--- config.mk ---
export PLATFORM = sky130hd
export DESIGN_NAME = cpu_lsu
export DESIGN_NICKNAME = d
export VERILOG_FILES = /design/src/rtl/cpu_lsu.sv
export SDC_FILE = /design/constraint.sdc
export NUM_CORES = 1
export LEC_CHECK = 0
export ABC_AREA = 1
export CAP_MARGIN = 20
export CORE_ASPECT_RATIO = 1.1
export CORE_UTILIZATION = 30
export DETAILED_ROUTE_END_ITERATION = 10
export GPL_ROUTABILITY_DRIVEN = 0
export PLACE_DENSITY = 0.62
export SYNTH_ARGS = -nofsm -noshare
export SYNTH_HDL_FRONTEND = slang
export SYNTH_SLANG_ARGS = --single-unit
--- constraint.sdc ---
create_clock -name i_clk -period 4.57 [get_ports i_clk]
set_input_delay 0.6855 -clock i_clk [delete_from_list [all_inputs] [get_ports i_clk]]
set_output_delay 0.6855 -clock i_clk [all_outputs]
set_load 0.005 [all_outputs]
--- src/rtl/cpu_lsu.sv ---
// cpu_lsu: load/store unit between the CPU datapath and the memory system.
// One transaction in flight at a time; every accepted request produces
// exactly one registered response pulse (data or fault).
//
// Ports:
//   i_clk, i_rst          clock, asynchronous active-high reset
//   i_req_valid/o_req_ready, i_write_en, i_size, i_signed, i_addr, i_data
//                         CPU request (size 0=byte 1=half 2=word 3=dword)
//   o_rsp_valid, o_data, o_fault, o_fault_code
//                         CPU response (code 0 none, 1 misaligned,
//                         2 size unsupported, 3 timeout)
//   o_mem_req_valid/i_mem_req_ready, o_mem_write_en, o_mem_addr,
//   o_mem_wdata, o_mem_wstrb
//                         memory request (lane-steered data and strobes)
//   i_mem_rsp_valid, i_mem_rdata
//                         memory response
module cpu_lsu #(
    parameter int ADDR_WIDTH     = 32,
    parameter int DATA_WIDTH     = 32,
    parameter int TIMEOUT_CYCLES = 0
) (
    input  logic                      i_clk,
    input  logic                      i_rst,
    input  logic                      i_req_valid,
    output logic                      o_req_ready,
    input  logic                      i_write_en,
    input  logic [1:0]                i_size,
    input  logic                      i_signed,
    input  logic [ADDR_WIDTH-1:0]     i_addr,
    input  logic [DATA_WIDTH-1:0]     i_data,
    output logic                      o_rsp_valid,
    output logic [DATA_WIDTH-1:0]     o_data,
    output logic                      o_fault,
    output logic [1:0]                o_fault_code,
    output logic                      o_mem_req_valid,
    input  logic                      i_mem_req_ready,
    output logic                      o_mem_write_en,
    output logic [ADDR_WIDTH-1:0]     o_mem_addr,
    output logic [DATA_WIDTH-1:0]     o_mem_wdata,
    output logic [DATA_WIDTH/8-1:0]   o_mem_wstrb,
    input  logic                      i_mem_rsp_valid,
    input  logic [DATA_WIDTH-1:0]     i_mem_rdata
);

    localparam int STRB_W = DATA_WIDTH / 8;
    localparam int OFF_W  = $clog2(STRB_W);

    localparam logic [1:0] ST_IDLE = 2'd0;
    localparam logic [1:0] ST_REQ  = 2'd1;
    localparam logic [1:0] ST_WAIT = 2'd2;

    localparam logic [1:0] FC_NONE     = 2'd0;
    localparam logic [1:0] FC_MISALIGN = 2'd1;
    localparam logic [1:0] FC_SIZE     = 2'd2;
    localparam logic [1:0] FC_TIMEOUT  = 2'd3;

    logic [1:0]            state;
    logic [ADDR_WIDTH-1:0] addr_q;
    logic [DATA_WIDTH-1:0] wdata_q;
    logic [STRB_W-1:0]     wstrb_q;
    logic                  we_q;
    logic [1:0]            size_q;
    logic                  signed_q;
    logic [OFF_W-1:0]      off_q;
    logic [31:0]           cnt;

    logic                  accept;
    logic [OFF_W-1:0]      req_off;
    logic                  size_bad;
    logic                  misaligned;
    logic [OFF_W-1:0]      align_mask;
    logic [STRB_W-1:0]     strb_base;
    logic [STRB_W-1:0]     req_wstrb;
    logic [DATA_WIDTH-1:0] req_wdata;
    logic [DATA_WIDTH-1:0] rd_shifted;
    logic [DATA_WIDTH-1:0] load_val;
    logic                  sign_bit;
    logic                  mem_done;
    logic                  timeout_hit;

    assign o_req_ready     = (state == ST_IDLE) && !i_rst;
    assign accept          = i_req_valid && o_req_ready;
    assign req_off         = i_addr[OFF_W-1:0];
    assign size_bad        = {30'd0, i_size} > 32'(OFF_W);
    assign misaligned      = |(req_off & align_mask);
    assign req_wstrb       = i_write_en ? (strb_base << req_off) : '0;
    assign req_wdata       = i_data << {req_off, 3'b000};

    assign o_mem_req_valid = (state == ST_REQ);
    assign o_mem_write_en  = we_q;
    assign o_mem_addr      = addr_q;
    assign o_mem_wdata     = wdata_q;
    assign o_mem_wstrb     = wstrb_q;

    // Masks derived from the access size: low offset bits that must be zero,
    // and the unshifted strobe pattern (one bit per byte of the access).
    always_comb begin
        align_mask = '0;
        strb_base  = '0;
        for (int unsigned i = 0; i < OFF_W; i++) begin
            align_mask[i] = (i < 32'(i_size));
        end
        for (int unsigned i = 0; i < STRB_W; i++) begin
            strb_base[i] = (i < (32'd1 << i_size));
        end
    end

    // Load lane extraction: bits above the access width take the access's top
    // bit when signed, zero otherwise; a full-width access fills every bit.
    always_comb begin
        rd_shifted = i_mem_rdata >> {off_q, 3'b000};
        sign_bit   = 1'b0;
        load_val   = '0;
        for (int unsigned i = 0; i < DATA_WIDTH; i++) begin
            if (i == (32'd8 << size_q) - 32'd1) begin
                sign_bit = rd_shifted[i];
            end
        end
        for (int unsigned i = 0; i < DATA_WIDTH; i++) begin
            if (i < (32'd8 << size_q)) begin
                load_val[i] = rd_shifted[i];
            end else begin
                load_val[i] = signed_q & sign_bit;
            end
        end
    end

    assign mem_done = (state == ST_WAIT) && i_mem_rsp_valid;

    // Fires in the TIMEOUT_CYCLES-th REQ/WAIT cycle; a response arriving in
    // that same cycle takes precedence.
    assign timeout_hit = (TIMEOUT_CYCLES > 0)
                      && ((state == ST_REQ) || (state == ST_WAIT))
                      && (cnt == 32'(TIMEOUT_CYCLES - 1))
                      && !mem_done;

    always_ff @(posedge i_clk or posedge i_rst) begin
        if (i_rst) begin
            state        <= ST_IDLE;
            addr_q       <= '0;
            wdata_q      <= '0;
            wstrb_q      <= '0;
            we_q         <= 1'b0;
            size_q       <= '0;
            signed_q     <= 1'b0;
            off_q        <= '0;
            cnt          <= '0;
            o_rsp_valid  <= 1'b0;
            o_data       <= '0;
            o_fault      <= 1'b0;
            o_fault_code <= FC_NONE;
        end else begin
            o_rsp_valid  <= 1'b0;
            o_data       <= '0;
            o_fault      <= 1'b0;
            o_fault_code <= FC_NONE;
            case (state)
                ST_IDLE: begin
                    if (accept) begin
                        if (size_bad) begin
                            o_rsp_valid  <= 1'b1;
                            o_fault      <= 1'b1;
                            o_fault_code <= FC_SIZE;
                        end else if (misaligned) begin
                            o_rsp_valid  <= 1'b1;
                            o_fault      <= 1'b1;
                            o_fault_code <= FC_MISALIGN;
                        end else begin
                            addr_q   <= {i_addr[ADDR_WIDTH-1:OFF_W], OFF_W'(0)};
                            wdata_q  <= req_wdata;
                            wstrb_q  <= req_wstrb;
                            we_q     <= i_write_en;
                            size_q   <= i_size;
                            signed_q <= i_signed;
                            off_q    <= req_off;
                            cnt      <= '0;
                            state    <= ST_REQ;
                        end
                    end
                end
                ST_REQ: begin
                    cnt <= cnt + 32'd1;
                    if (timeout_hit) begin
                        state        <= ST_IDLE;
                        o_rsp_valid  <= 1'b1;
                        o_fault      <= 1'b1;
                        o_fault_code <= FC_TIMEOUT;
                    end else if (i_mem_req_ready) begin
                        state <= ST_WAIT;
                    end
                end
                ST_WAIT: begin
                    cnt <= cnt + 32'd1;
                    if (mem_done) begin
                        state       <= ST_IDLE;
                        o_rsp_valid <= 1'b1;
                        o_data      <= we_q ? '0 : load_val;
                    end else if (timeout_hit) begin
                        state        <= ST_IDLE;
                        o_rsp_valid  <= 1'b1;
                        o_fault      <= 1'b1;
                        o_fault_code <= FC_TIMEOUT;
                    end
                end
                default: state <= ST_IDLE;
            endcase
        end
    end

endmodule

==> metrics.md, run 1 <==
| Metric | Value |
|---|---|
| Main flop type after synthesis | dfrtp_1 |
| TritonRoute pass-1 iters | 4 |
| Sw Share | about a third |
| Post-layout nets | 951 |
| Core Area | 16600 um^2 |
| Max Cap Viol | 0 |
| DP HPWL | 11.1 mm |
| Die height | 139 um |
| Diode count | 0 |
| Synth top cells by count | nand2_1 (294), dfrtp_1 (110), o21ai_0 (60) |
| Max-slew violations | 0 |
| Final ANT Viol Nets | 0 |
| Synth warn | 0 |
| Synth area leaders | dfrtp_1 (53%), nand2_1 (21%), o21ai_0 (5.8%) |
| Crit path required time | 4.79 ns |
| CTS H-Tree Depth | 3 |
| Pin count of the biggest net entering global routing | 85 |
| Area leader, netlist | dfrtp_1 |
| Final setup fails | 0 |
| Clock Sinks | 110 |
| CTS tree | built |
| DR WL/cell | between 10 and 15 um |
| Kind of critical path | input port to flip-flop |
| Endpoints failing hold | 0 |
| TNS Setup | 0 ns |
| Flop pwr share | between 40 and 50% |
| Async S/R FF share, synth | 100% |
| IO Port Bufs | between 200 and 250 |
| Internal Dissipation | a little over 2 mW |
| Antenna violations before repair | 0 |
| CP Capture Type | flip-flop |
| Setup bufs post-CTS | 0 |
| Fraction of layout cells with a size suffix above 1 | ~4% |
| Number of synthesized flops with an enable pin | 0 |
| Combinational share of power | between 30 and 40% |
| Area delta synth->final | 47.8% |
| Total Routing Usage GR | 18.5% |
| Post-synth top area share | approximately 53% |
| Critical-path cell list | clkdlybuf4s50_1, buf_4, clkinv_1, nand2_1, o21ai_0 |
| Dominant cell by count in the synthesized netlist | nand2_1 |
| Arrival @ worst endpoint | 2.95 ns |
| I/O Pins | between 200 and 250 |
| First-pass GRT wire length | about 25 mm |
| CTS buffer count | 9 |
| Die Area | between 15000 and 20000 um^2 |
| # DRC | 0 |
| Synth unique cells | 30 |
| Max Clock Skew | approximately 0.012 ns |
| Via count of the routed design | 4953 |
| Clock share of power | about 26% |
| Clock Tree Root | clkbuf_16 |
| Mapped Avg Cell Area | ~8 um^2 |
| Syn Std Cell Area | between 5000 and 6000 um^2 |
| Initial core utilization | between 30% and 40% |
| Crit start category | input port |
| Worst-path clk slew | approximately 0.080 ns |
| Seq cells post-synth | 110 |
| Post-CTS sizing | 0 |
| Fmax achieved | 366 MHz |
| Drt via density | ~4.7 |
| Slowest Stage Delay on Critical Path | 0.74 ns |
| Synth Instances | 661 |
| Peak VDD IR | 0.218 mV |
| Worst slew margin | 40.5% |
| Row cnt | a little under 50 |
| Reported net switching power | slightly above 1 mW |
| Power Density | approximately 400 nW/um^2 |
| Fin crit share | 59.8% |
| Status | complete, no violations |
| Critical Path Slowest Stage Cell | clkdlybuf4s50_1 |
| Starting DRC count in detailed routing | roughly 250 |
| Die width | 127 um |
| Gr ovfl total | 0 |
| Min-Delay Path Class | flip-flop to flip-flop |
| Hold Buf Count CTS | 0 |
| Clock tree buffer depth | 2 |
| Worst-path fanout max | 26 |
| Tmin final | approximately 2.7 ns |
| Seq/Total Area, Yosys | 53.4% |
| Drt total wl | about 16 mm |
| Final hold slack | 0.484 ns |
| Leakage | approximately 3.6 nW |
| Vias in the first global route | between 4k and 5k |
| Slew @ Worst Pin | a little under 0.9 ns |
| Unrepaired setup endpoints after global routing | no |
| Worst skew pair latency | 0.36 ns |
## worst max-delay path: cells and delay by family
family	cells	cell delay, ns
buffers and inverters	3	1.59
AO/OA/AOI/OAI	1	0.13
AND/OR/NAND/NOR	1	0.54
## per-stage QoR
stage / total power [mW] / std cells / utilization (%) / cell area [um^2] / setup slack (ns)
final: 3.09 / 1055 / 46.0 / 7610 / 1.84
after global routing: 3.30 / 1055 / 46.0 / 7610 / 1.63
after CTS: 3.14 / 1055 / 46.0 / 7610 / 1.87
after detailed placement: 2.32 / 1039 / 44.2 / 7310 / 1.48
after global placement: 2.32 / 1039 / 44.2 / 7310 / 1.50
after floorplan: 1.76 / 662 / - / 5160 / 0.409
## routing by layer
layer	up-vias	GRT usage (%)	wire, um
met5	-	0	0
met4	0	5.83	248
met3	15	4.84	1210
met2	187	30.0	7660
met1	2282	24.0	6650
li1	2469	-	-
## placed cells by master, fill, tap and decap left out, types with 2 or more instances in the layout
cell	instances
a21oi_1	27
nand3_1	19
inv_2	3
nor3_1	3
o211ai_1	3
inv_6	4
o21ai_1	6
o21ai_0	60
conb_1	2
nor2_1	50
inv_1	17
buf_4	6
a31oi_1	12
clkinv_8	2
dfrtp_1	110
nand2_1	294
nor2_2	2
clkbuf_16	9
clkdlybuf4s50_1	209
## power by group through the flow
stage          Sequential, mW  Combinational [mW]  Clock, mW
6_report                 1.30               0.995      0.794
5_1_grt                  1.33                1.10      0.864
4_1_cts                  1.31                1.01      0.820
3_5_place_dp             1.32                1.01          0
3_3_place_gp             1.32               0.996          0
2_1_floorplan            1.29               0.470          0
## flip-flops by register name, indices dropped and copies added (netlist names)
register	cells
o_data	32
o_fault	1
o_fault_code	2
o_mem_addr	30
o_mem_wdata	32
o_mem_write_en	1
o_mem_wstrb	4
o_rsp_valid	1
off_q	2
signed_q	1
size_q	2
state	2
## layout make-up
type | count | area (um^2)
fill | 1621 | 8940
sequential | 110 | 2750
timing repair buffer | 215 | 2140
multi-input combinational | 488 | 2080
tap | 204 | 255
clock buffer | 9 | 225
inverter | 22 | 85.1
clock inverter | 7 | 75.1
## final timing paths
check	slack (ns)	endpoint	startpoint	depth (start not counted)
setup / recovery	1.84	o_mem_wdata[12]	i_addr[1]	5
setup reg to reg	2.23	o_data[15]	off_q[0]	7
min in group asynchronous	0.93	o_data[14]	i_rst	3
hold reg to reg	0.48	o_mem_wdata[23]	o_mem_wdata[23]	2
max in group asynchronous	2.42	o_mem_wdata[10]	i_rst	4
hold / removal	0.48	o_mem_wdata[23]	o_mem_wdata[23]	2
## kinds of logic (layout without fill, tap and decap cells)
group,after synthesis,count (layout),share of synthesized area [%]
buf+inv,64,253,6.19
simple gates,374,374,28.8
other cells,1,2,0.0728
compound gates,112,112,11.6
flops,110,110,53.4
Power figures use the tool's default switching activity.
==> inputs of run 2 (changes only) <==
Settings changed: PLACE_DENSITY 0.62 to 0.65.
Clock period 4.57 ns to 2.3 ns, I/O delays scaled along.
==> metrics.md, run 2 (synthesis gave the netlist of run 1 again) <==
| Metric | Value |
|---|---|
| Endpoints failing hold | 0 |
| Max Clock Skew | 0.00909 ns |
| CTS buffer count | 9 |
| Fraction of layout cells with a size suffix above 1 | about 5.8% |
| First-pass GRT wire length | 25.2 mm |
| Slew @ Worst Pin | about 0.60 ns |
| Worst min-delay path startpoint | o_mem_addr[2] |
| TritonRoute pass-1 iters | 5 |
| Fin crit share | between 80% and 90% |
| Worst skew pair latency | 0.37 ns |
| Power Density | 803 nW/um^2 |
| Fmax achieved | approximately 530 MHz |
| DR WL/cell | approximately 15 um |
| Core Area | roughly 17000 um^2 |
| IO Port Bufs | about 210 |
| Row cnt | just under 50 |
| Placed inst area | around 7500 um^2 |
| Crit path required time | roughly 2.0 ns |
| Most common cell after layout, fill and taps aside | nand2_1 |
| Final setup fails | 0 |
| Starting DRC count in detailed routing | 270 |
| Drt total wl | ~16 mm |
| Max-slew violations | 0 |
| Reg-to-reg startpoint | state[1] |
| Via count of the routed design | between 4k and 5k |
| # DRC | 0 |
| Pin count of the biggest net entering global routing | between 100 and 150 |
| Initial core utilization | 31.1% |
| Tmin final | around 1.9 ns |
| Status | complete, no violations |
| Reg2reg path depth | 8 |
| Clock Sinks | between 100 and 150 |
| Die width | about 130 um |
| R2R Setup Slk | approximately 0.59 ns |
| Worst-path clk slew | ~0.090 ns |
| Max Cap Viol | 0 |
| Cell area after layout | around 7800 um^2 |
| Post-CTS sizing | 0 |
| DP HPWL | between 10 and 15 mm |
| Filler Cell Count | about 1.6k |
| Clock Tree Root | clkbuf_16 |
| Worst-path fanout max | 6 |
| Leakage | 3.70 nW |
| Reg-to-Reg End | o_mem_wdata[8] |
| Peak VDD IR | 0.396 mV |
| CTS tree | built |
| Total Routing Usage GR | a little under a fifth |
| Non-Filler Instances | 1068 |
| I/O Pins | 212 |
| Die Area | between 15000 and 20000 um^2 |
| Unrepaired setup endpoints after global routing | no |
| Most frequent cells in the layout | nand2_1 (293), clkdlybuf4s50_1 (209), dfrtp_1 (110) |
| Die height | around 140 um |
| Gr ovfl total | 0 |
| Drt via density | 4.65 |
| Final ANT Viol Nets | 0 |
| CP Capture Type | primary output |
| Kind of critical path | flip-flop to primary output |
| Post-layout nets | 964 |
| Diode count | 0 |
| Vias in the first global route | around 4.8k |
| Min-Delay Path Class | flip-flop to flip-flop |
| Hold Buf Count CTS | 0 |
| Clock tree buffer depth | 2 |
| WHS Endpoint | o_mem_addr[2] |
| Worst hold path depth | 2 |
| Area delta synth->final | 50.9% |
| CTS H-Tree Depth | 3 |
| Crit start category | flip-flop |
| Setup bufs post-CTS | 0 |
| Antenna violations before repair | 0 |
| Arrival @ worst endpoint | roughly 1.5 ns |
| Worst slew margin | around 60% |
| Inst Count DP | 1052 |
-- run 2: through the flow --
step	power [mW]	setup WS, ns	hold slack [ns]	utilization [%]	TNS (ns)
2_1_floorplan	3.49	-0.625	0.431	-	-44.53
5_1_grt	6.64	0.317	0.500	47.0	0
4_1_cts	6.33	0.406	0.482	47.0	0
6_report	6.24	0.422	0.478	47.0	0
3_3_place_gp	4.67	0.243	0.454	45.1	0
3_5_place_dp	4.68	0.167	0.461	45.1	0
-- run 2: area by class of cell --
class | count | area (um^2) | area share (%)
clock buffers | 9 | 225 | 2.90
clock inverters | 7 | 81.3 | 1.05
inverters | 22 | 86.3 | 1.11
multi-input cells | 488 | 2100 | 27.0
flip-flops and latches | 110 | 2750 | 35.4
well taps | 204 | 255 | 3.28
repair buffers | 228 | 2270 | 29.2
-- run 2: worst max-delay path, stage by stage, from the launching register on --
cell and delay [ns]:
dfrtp_1 0.46, nor3_1 0.19, clkdlybuf4s50_1 0.53
-- run 2: report_power, final --
part | leakage [nW] | internal (mW) | switching [mW]
clock network | 0.150 | 0.783 | 0.820
registers | 1.44 | 2.30 | 0.270
logic | 2.11 | 1.09 | 0.977
total | 3.70 | 4.17 | 2.07
-- run 2: per-layer routing --
metal | share of wire (%) | GRT usage [%] | wire, um
met4 | 1.8 | 6.83 | 280
met3 | 7.5 | 4.69 | 1200
met2 | 47 | 29.8 | 7560
met1 | 43 | 23.7 | 6940
met5 | 0 | 0 | 0
-- run 2: how the worst max path moves through the flow --
| stage | from | to | depth (start not counted) | slack, ns |
|---|---|---|---|---|
| CTS | state[1] | o_req_ready | 2 | 0.41 |
| floorplan | i_rst | o_mem_wdata[17] | 8 | -0.62 |
| global route | state[1] | o_req_ready | 2 | 0.32 |
| finish | state[1] | o_req_ready | 2 | 0.42 |
| global placement | i_addr[0] | signed_q | 9 | 0.24 |
| detailed placement | i_rst | o_mem_wdata[8] | 9 | 0.17 |
